[src/rtl/divider_arbiter.sv]
// Round-robin arbiter that shares one serial divider among N_REQ requesters.
// Divisor-zero jobs skip the divider and complete with an all-ones quotient.
module divider_arbiter #(
    parameter int N_REQ   = 4,
    parameter int bw_Dsor = 4,
    parameter int bw_Dend = 7,
    parameter int bw_id   = 2
) (
    input  logic                     Clock,
    input  logic                     Reset,
    input  logic [N_REQ-1:0]         Req,
    input  logic [N_REQ*bw_Dsor-1:0] ReqDsor,
    input  logic [N_REQ*bw_Dend-1:0] ReqDend,
    output logic [N_REQ-1:0]         Ack,
    output logic                     ResValid,
    output logic [bw_Dend-1:0]       ResQuo,
    output logic [bw_id-1:0]         ResId,
    output logic                     ResDz,
    output logic                     Busy,
    output logic                     DivStart,
    output logic [bw_Dsor-1:0]       DivDsor,
    output logic [bw_Dend-1:0]       DivDend,
    input  logic [bw_Dend-1:0]       DivQuo,
    input  logic                     DivEnd,
    input  logic                     DivBusy
);

    typedef enum logic [2:0] {
        S_IDLE  = 3'd0,
        S_ISSUE = 3'd1,
        S_ZERO  = 3'd2,
        S_WAIT  = 3'd3,
        S_DONE  = 3'd4
    } state_t;

    state_t             state, state_nxt;
    logic [bw_id-1:0]   last_id, last_id_nxt;
    logic [bw_id-1:0]   cur_id, cur_id_nxt;
    logic [bw_id-1:0]   rr_idx, grant_id;
    logic               grant_valid;
    logic [bw_Dsor-1:0] grant_dsor, dsor_nxt;
    logic [bw_Dend-1:0] grant_dend, dend_nxt;
    logic [N_REQ-1:0]   ack_nxt;
    logic               start_nxt, valid_nxt, dz_nxt;
    logic [bw_Dend-1:0] quo_nxt;
    logic [bw_id-1:0]   res_id_nxt;

    // Scan offsets from farthest to nearest so the nearest set Req after last_id wins.
    always_comb begin
        grant_valid = 1'b0;
        grant_id    = '0;
        rr_idx      = '0;
        grant_dsor  = '0;
        grant_dend  = '0;
        for (int i = N_REQ - 1; i >= 0; i--) begin
            rr_idx = bw_id'((int'(last_id) + 1 + i) % N_REQ);
            if (Req[rr_idx]) begin
                grant_valid = 1'b1;
                grant_id    = rr_idx;
            end
        end
        for (int k = 0; k < N_REQ; k++) begin
            if (bw_id'(k) == grant_id) begin
                grant_dsor = ReqDsor[k*bw_Dsor +: bw_Dsor];
                grant_dend = ReqDend[k*bw_Dend +: bw_Dend];
            end
        end
    end

    // NOTE: every variable gets a default before the case so no latch is inferred.
    always_comb begin
        state_nxt   = state;
        last_id_nxt = last_id;
        cur_id_nxt  = cur_id;
        dsor_nxt    = DivDsor;
        dend_nxt    = DivDend;
        ack_nxt     = '0;
        start_nxt   = 1'b0;
        valid_nxt   = 1'b0;
        quo_nxt     = ResQuo;
        res_id_nxt  = ResId;
        dz_nxt      = ResDz;
        case (state)
            S_IDLE: begin
                if (grant_valid && !DivBusy) begin
                    cur_id_nxt = grant_id;
                    dsor_nxt   = grant_dsor;
                    dend_nxt   = grant_dend;
                    ack_nxt    = N_REQ'(1) << grant_id;
                    start_nxt  = (grant_dsor != '0);
                    state_nxt  = (grant_dsor == '0) ? S_ZERO : S_ISSUE;
                end
            end
            S_ISSUE: state_nxt = S_WAIT;
            S_ZERO: begin
                quo_nxt    = '1;
                dz_nxt     = 1'b1;
                res_id_nxt = cur_id;
                valid_nxt  = 1'b1;
                state_nxt  = S_DONE;
            end
            S_WAIT: begin
                if (DivEnd) begin
                    quo_nxt    = DivQuo;
                    dz_nxt     = 1'b0;
                    res_id_nxt = cur_id;
                    valid_nxt  = 1'b1;
                    state_nxt  = S_DONE;
                end
            end
            S_DONE: begin
                last_id_nxt = cur_id;
                state_nxt   = S_IDLE;
            end
            default: state_nxt = S_IDLE;
        endcase
    end

    // NOTE: registers use non-blocking assignments so every flop samples pre-edge values.
    always_ff @(posedge Clock) begin
        if (Reset) begin
            state    <= S_IDLE;
            last_id  <= bw_id'(N_REQ - 1);
            cur_id   <= '0;
            Ack      <= '0;
            ResValid <= 1'b0;
            ResQuo   <= '0;
            ResId    <= '0;
            ResDz    <= 1'b0;
            Busy     <= 1'b0;
            DivStart <= 1'b0;
            DivDsor  <= '0;
            DivDend  <= '0;
        end else begin
            state    <= state_nxt;
            last_id  <= last_id_nxt;
            cur_id   <= cur_id_nxt;
            Ack      <= ack_nxt;
            ResValid <= valid_nxt;
            ResQuo   <= quo_nxt;
            ResId    <= res_id_nxt;
            ResDz    <= dz_nxt;
            Busy     <= (state_nxt != S_IDLE);
            DivStart <= start_nxt;
            DivDsor  <= dsor_nxt;
            DivDend  <= dend_nxt;
        end
    end

endmodule

[config.mk]
export PLATFORM = sky130hd
export DESIGN_NAME = divider_arbiter
export DESIGN_NICKNAME = d
export VERILOG_FILES = /design/src/rtl/divider_arbiter.sv
export SDC_FILE = /design/constraint.sdc
export NUM_CORES = 1
export LEC_CHECK = 0
export CAP_MARGIN = 25
export CORE_MARGIN = 3
export CORE_UTILIZATION = 40
export CTS_BUF_LIST = sky130_fd_sc_hd__clkbuf_4
export DETAILED_ROUTE_END_ITERATION = 6
export HOLD_SLACK_MARGIN = 0.1
export PLACE_DENSITY = 0.82
export RECOVER_POWER = 100
export SYNTH_ARGS = -nofsm -noshare
export SYNTH_HDL_FRONTEND = slang
export SYNTH_SLANG_ARGS = --single-unit
[constraint.sdc]
create_clock -name Clock -period 2.55 [get_ports Clock]
set_input_delay 0.51 -clock Clock [delete_from_list [all_inputs] [get_ports Clock]]
set_output_delay 0.51 -clock Clock [all_outputs]
set_load 0.005 [all_outputs]
After elaboration in Yosys (flattened, before gate mapping). Index checks and enable logic that the tools add are counted.

Register bits after elaboration: 35. Output and inout bits: 28. Input bits: 59. Logic and storage cells: 78.

Bitwise logic cells: 2. Eq/ne operators: 8. Shifts and indexed selects: 1. Magnitude comparators: 4. Reduce and logical (&&, ||, !) cells: 11. $add $sub $neg: 4. Multiplexer cells: 36.

Operator list (count): $mux 7 (5); $mux 4 (4); $pmux 7 s2 (1); $lt 2x3->1 const B (4); $mux 2 (6); $pmux 3 s4 (1); $mux 1 (10); $bmux 1 s2 (4); $eq 3x2->1 const B (2); $mux 3 (2); $add 2x1->2 const B (2); $add 2x2->2 const B (2); $eq 2x2->1 const A (2); $logic_not 4->1 (1); $pmux 1 s2 (2); $pmux 2 s2 (1); $reduce_and 2->1 (2); $reduce_bool 4->1 (1); $shl 1x2->4 const A (1); $eq 3x1->1 const B (1); $eq 3x3->1 const B (1); $logic_not 3->1 (1); $reduce_bool 3->1 (1); $reduce_or 3->1 (1); 7 further kinds (8).

Depth between registers and ports, before layout.
Word-level depth: 18. Mapped depth: 7. Mapped depth without buffers: 5.

Least setup slack after synthesis. No wires, ideal clock.

Path type: input to register. Start: input port Req[1]. End: register DivDend[2]. Required time: 2417 ps. Arrival time: 1781 ps. Stages: 5. Setup time: 133 ps. Path slack: 636 ps. Path through: or2_2 > a311oi_2 > nand2b_2 > buf_6 > o221ai_1.

Cells in the longest elaborated chain, start to end: 11. Elaborated cells on any way between the ends: 26. Classes of those cells: eq/ne (3); mux (20); reduce/logical (3).

Ends and longest elaborated chain: from (decl) (line 11) `input logic [N_REQ-1:0] Req,`; $bmux 1 s2 (line 57) `if (Req[rr_idx]) begin`; $mux 1 (implied by the code) (line 57); $mux 2 (4 in series) (line 57); $logic_not 2->1 (line 63) `if (bw_id'(k) == grant_id) begin`; $mux 7 (4 in series) (line 63); to (signal assigned) (line 146) `DivDend <= dend_nxt;`; to (decl) (line 22) `output logic [bw_Dend-1:0] DivDend,`.

Several ways; a longest one is shown, not always the timed one. The select of a mux whose other input is x is not followed. A chain may end at the register's enable or synchronous reset.

Final worst setup path.
Start: input port Req[1]. End: register DivDend[6].

The elaborated chain is that of the path after synthesis.

==> results.toml <==
[cells_and_area]
nets = 325
area_growth_pct = 55.7
drive_gt1_share_pct = 9.81
fillers = 353
diodes = 0
multi_input_comb_area_um2 = 900
regArea_um2 = 701

[power_and_ir_drop]
p_sw_share_pct = 28.0
seqPwrFrac_pct = 48.1
p_int_uw = 959
p_switching_uw = 372
combPwrFrac_pct = 30.7
power_frac_clock_pct = 21.2
power.leakage_uw = 0.00107
ir_worst_vdd_mv = 0.336
p_per_area_nw_per_um2 = 505

[synthesis]
syn_nets = 233
avgSynthCellArea_um2 = 9.72
yosys-top-cells-area = "dfxtp_1 41%, mux2i_1 14%, o221ai_2 7.1%, nor2_1 4.2%, nand2_1 3.6%"
netlist-cell-type-count = 38
yosysSeqAreaShare_pct = 41.4
synth_cells = 174
netlist_area_um2 = 1690
ys_warn_count = 0
ys_seq_elements = 35
synth_top_area_share_pct = 41.4
synth_top_cell_by_area = "dfxtp_1"

[run_status]
status = "finished, final reports clean"

[route]
wl_per_cell_um = 14.5
dr.pass1.iters = 4
first_iter_violations = 93
routed_wl_um = 4560
drc = 0
ant_nets = 0
via_per_inst = 5.09
num_vias = 1602

[sta]
fin_crit_sh_pct = 89.3
worstMarginPinSlew_ns = 0.810
relSlewSlack_pct = 45.8
hold_violations = 0
clock.fmax_mhz = 439
layout_min_cycle_time_ns = 2.28
rsz0062_at_grt = "no"
clock_skew_ns = 0.00741
final-setup-viol-count = 0
report.final.slew_viol_count = 0
finalSetupTns_ns = 0
finalWorstSetupSlack_ns = 0.272

[global_route]
overflow = 0
antenna_found_initial = 0
grt_pass1_wl_um = 7120
first_global_vias = 1555
track_usage_pct = 17.9
grt_max_degree = 28

[floorplan]
io_pins = 87
num_rows = 23
die_h_um = 71.0
die-area_um2 = 5050
core_um2 = 4030
die_w_um = 71.0
start_util_pct = 42.0

[clocking]
cts_buffers = 5
htree_levels = 2
post_cts_resized = 0
clockRootBuffer = "clkbuf_4"
post_cts_buffers = 0
cts.clk_slew.worst_paths_ns = 0.10
cts_tree = "built"
cts_hold_buf = 0
numClockSinks = 35
clk_path_buf_depth = 2
clk_latency_ns = 0.34

[placement]
globalplace.congestion = 0.801
io_buffers = 86
place_ws_ns = -0.0466
dp_hpwl_um = 3520

[critical_path]
crit_arrival_ns = 2.54
critPathKind = "in2reg"
path_max_fanout = 13
rr_startpoint = "state[2]"
cp-start-kind = "input port"
critPathCaptureType = "flop"
endpoint = "DivDend[6]"
startpoint = "Req[1]"
r2r_cells = 4
ff2ff_setup_slack_ns = 0.53
required_ns = 2.81
r2r_end = "DivDend[6]"

[run]
max-cap-violations = 0

[worst_hold_path]
min_from = "DivDend[1]"
hold_path_class = "reg2reg"
## through the flow
step	hold WS, ns	power [uW]	util (%)	instance area (um^2)	std cells
2_1_floorplan	0.457	855	-	1690	174
3_5_place_dp	0.450	1090	65.4	2640	309
5_1_grt	0.502	1400	65.4	2630	315
6_report	0.469	1330	65.4	2630	315
3_3_place_gp	0.442	1090	65.4	2640	309
4_1_cts	0.474	1370	66.5	2680	315
## worst min-delay path by stage
stage	to	slack, ns	cells past startpoint
6_report	DivDend[1]	0.47	2
5_1_grt	DivDsor[1]	0.50	2
4_1_cts	DivDend[1]	0.47	2
3_5_place_dp	DivDend[1]	0.45	2
3_3_place_gp	DivDend[1]	0.44	2
2_1_floorplan	DivDend[1]	0.46	2
## power groups by stage
stage | clock network [uW] | registers, uW | logic (uW)
floorplan | 0 | 654 | 201
global placement | 0 | 654 | 435
finish | 283 | 640 | 408
CTS | 289 | 642 | 444
global route | 306 | 647 | 443
detailed placement | 0 | 653 | 441
## cell families (layout without fill, tap and decap cells)
logic type,count (synthesis),in the layout,synth area share [%]
and+or+nand+nor,69,69,21.5
DFF,35,35,41.4
AOI/OAI and AO/OA,33,33,17.9
muxes,26,26,15.6
buffers and inverters,11,102,3.55
## worst max-delay path, stage by stage
cell and delay [ns]:
clkdlybuf4s50_1 0.47, or2_2 0.32, a311oi_1 0.26, clkbuf_1 0.38, nand2_2 0.31, o221ai_1 0.28
## flip-flops by register name (all words and copies together), names as in the netlist
| register | flops |
|---|---|
| Ack | 4 |
| Busy | 1 |
| DivDend | 7 |
| DivDsor | 4 |
| DivStart | 1 |
| ResDz | 1 |
| ResId | 2 |
| ResQuo | 7 |
| ResValid | 1 |
| cur_id | 2 |
| last_id | 2 |
| state | 3 |
## layout by cell type (no fill, tap or decap), types with 5 or more instances in the layout
cell             count
dfxtp_1             35
mux2i_1             23
nand3_1              5
nor2_1              19
dlygate4sd3_1       30
clkdlybuf4s50_1     56
o221ai_1             6
nand2_1             16
clkbuf_4             6
nand2b_1             6
o22ai_1              8
## synth_stat cells
library cell / number
nand2_2: 1
nor3b_1: 2
nand2_1: 16
inv_1: 2
nor4_1: 4
nor3_4: 1
a311oi_2: 1
a21o_1: 1
buf_6: 2
nor2b_1: 4
nand3_1: 5
and4_1: 1
a211o_1: 2
o221ai_1: 2
clkbuf_1: 3
o21ai_0: 2
or2_2: 3
nand4b_1: 1
a31oi_1: 1
o211ai_1: 2
o32ai_1: 1
o221ai_2: 8
or4_4: 1
nand2b_2: 1
mux2i_1: 23
buf_2: 3
o22ai_1: 8
a21bo_2: 1
or3_1: 1
buf_1: 1
o21ba_2: 1
nor2_1: 19
nand2b_1: 6
or4_1: 1
and3_1: 2
dfxtp_1: 35
a21oi_1: 3
mux2_2: 3
## layout make-up
class / instances / area share (%)
repair buffers: 94 / 34.9
well taps: 50 / 2.38
inverters: 2 / 0.285
clock buffers: 6 / 1.71
flip-flops and latches: 35 / 26.6
multi-input cells: 128 / 34.2
## metal layers
layer  GRT usage (%)  part of all wire (%)  vias to the layer above  wire [um]
met2            30.6                    51                       39       2330
met5               0                     0                        -          0
met1            22.3                    43                      735       1970
li1                -                     -                      820          -
met3            2.98                   4.1                        8        186
met4            7.10                   1.5                        0         70
Note: power is estimated with default switching activity, not from simulation.
==> RTL change, RTL diff (same flow settings) <==
`N_REQ`: 4 -> 8.
--- a/src/rtl/divider_arbiter.sv
+++ b/src/rtl/divider_arbiter.sv
@@ -2,5 +2,5 @@
 // Divisor-zero jobs skip the divider and complete with an all-ones quotient.
 module divider_arbiter #(
-    parameter int N_REQ   = 4,
+    parameter int N_REQ   = 8,
     parameter int bw_Dsor = 4,
     parameter int bw_Dend = 7,
Ports: changed (resized Ack, Req, ReqDend and ReqDsor); port bits go from 87 to 139. The function was not compared with the original's and may differ.
==> RTL change against the original RTL <==
Power up 11%. Count of clock-buffer cells in the layout down 1. Cell count down 0.32%. Via count down 0.25%. Design area up 4.8%. Sequential cell count unchanged. Synthesized cell count unchanged. Wire length down 0.18%. Area after synthesis up 6.0%. Setup slack better by 78 ps. Critical path type unchanged. Highest routed layer unchanged.
==> RTL change: results (changes against the original RTL) <==
[run_status]
status=complete, no violations  ; unchanged

[worst_hold_path]
hold_end=DivDsor[2]  ; was DivDend[1]
worstHoldStart=DivDsor[2]  ; was DivDend[1]

[sta]
fin_skew_ps=2.674  ; was 7.409 ps

[critical_path]
crit_path_max_incr_delay_ps=630  ; was 470 ps
r2r_start=last_id[0]  ; was state[2]
r2r_end=DivDsor[0]  ; was DivDend[6]
ff2ff_path_depth=6  ; was 4
rrSetupSlack_ps=750  ; was 530 ps
path_max_fanout=6  ; was 13
slowest_stage=dlygate4sd3_1  ; was clkdlybuf4s50_1

[detailed_routing]
drt_iter0_drc=50  ; was 93
wl_per_cell_um=14.49  ; was 14.47 um
drt-met1-wl_um=1877  ; was 1972 um
vias=1598  ; was 1602
wl_met3_um=208  ; was 186 um
wl_met2_um=2389  ; was 2329 um

[placed_design]
gp_congestion=0.7844  ; was 0.8010

[global_route]
grt_use_met2=0.2986  ; was 0.3059
grt_pass1_wl_um=6831  ; was 7120 um
grt_max_degree=16  ; was 28
grt_use_met1=0.1920  ; was 0.2234

[synthesis]
yosys-top-cells-count=dfxtp_1, mux2i_1, nor2_1  ; unchanged
ys_types=43  ; was 38
muxShareOfSynthArea=0.1535  ; was 0.1561
synth_compound_area_frac=0.1891  ; was 0.1790
ys_top_cells_by_area=dfxtp_1, mux2i_1, o221ai_2  ; unchanged
syn-mean-instance-area_sq_um=10.30  ; was 9.722 sq um
yosysSeqAreaShare=0.3908  ; was 0.4142

[cells_and_area]
layout-drive-gt1-share=0.1250  ; was 0.09811
fin_nets=370  ; was 325

[pwr]
power.leakage_nw=1.164  ; was 1.070 nW

## RTL change: changes by cell type after synthesis, sizes merged, moves of 2 or more
cell | before | now
nand3 | 5 | 1
buf | 6 | 12
o221ai | 10 | 12
mux2i | 23 | 26
o211ai | 2 | 0
mux2 | 3 | 1
## RTL change: worst max path at each step
stage | from | end | cells after the start
after detailed placement | Req[3] | DivDsor[1] | 6
after global placement | Req[3] | DivDsor[0] | 6
after global routing | Req[3] | DivDend[0] | 6
after floorplan | Req[1] | DivDend[0] | 6
final | Req[3] | state[1] | 5
after CTS | Req[3] | DivDsor[0] | 6
## RTL change: kinds of logic after synthesis
family / Yosys count
compound gates: 32
buf+inv: 16
flops: 35
mux: 27
other cells: 1
simple gates: 63
## RTL change: cell type report
| type | instances | area (sq um) | area share |
|---|---|---|---|
| Clock inverter | 3 | 43.79 | 0.01587 |
| Inverter | 2 | 7.507 | 0.002721 |
| Multi-Input combinational cell | 126 | 963.4 | 0.3492 |
| Sequential cell | 35 | 700.7 | 0.2540 |
| Tap cell | 50 | 62.56 | 0.02268 |
| Clock buffer | 5 | 37.54 | 0.01361 |
| Timing Repair Buffer | 93 | 943.4 | 0.3419 |
## RTL change: where the power goes
part           total (mW)  internal [mW]  switching [mW]
clock               0.408          0.206           0.202
sequential          0.641          0.606          0.0344
combinational       0.435          0.261           0.173
## RTL change: worst min-delay path, stage by stage, from the launching register on
cell and delay (ps):
dfxtp_1 340, nand2_1 60, o221ai_2 50
## RTL change: metrics by stage
step | hold slack (ps) | utilization
floorplan | 453.7 | -
global placement | 445.9 | 0.6456
detailed placement | 451.0 | 0.6456
CTS | 477.9 | 0.6651
global route | 506.2 | 0.6612
finish | 467.6 | 0.6612
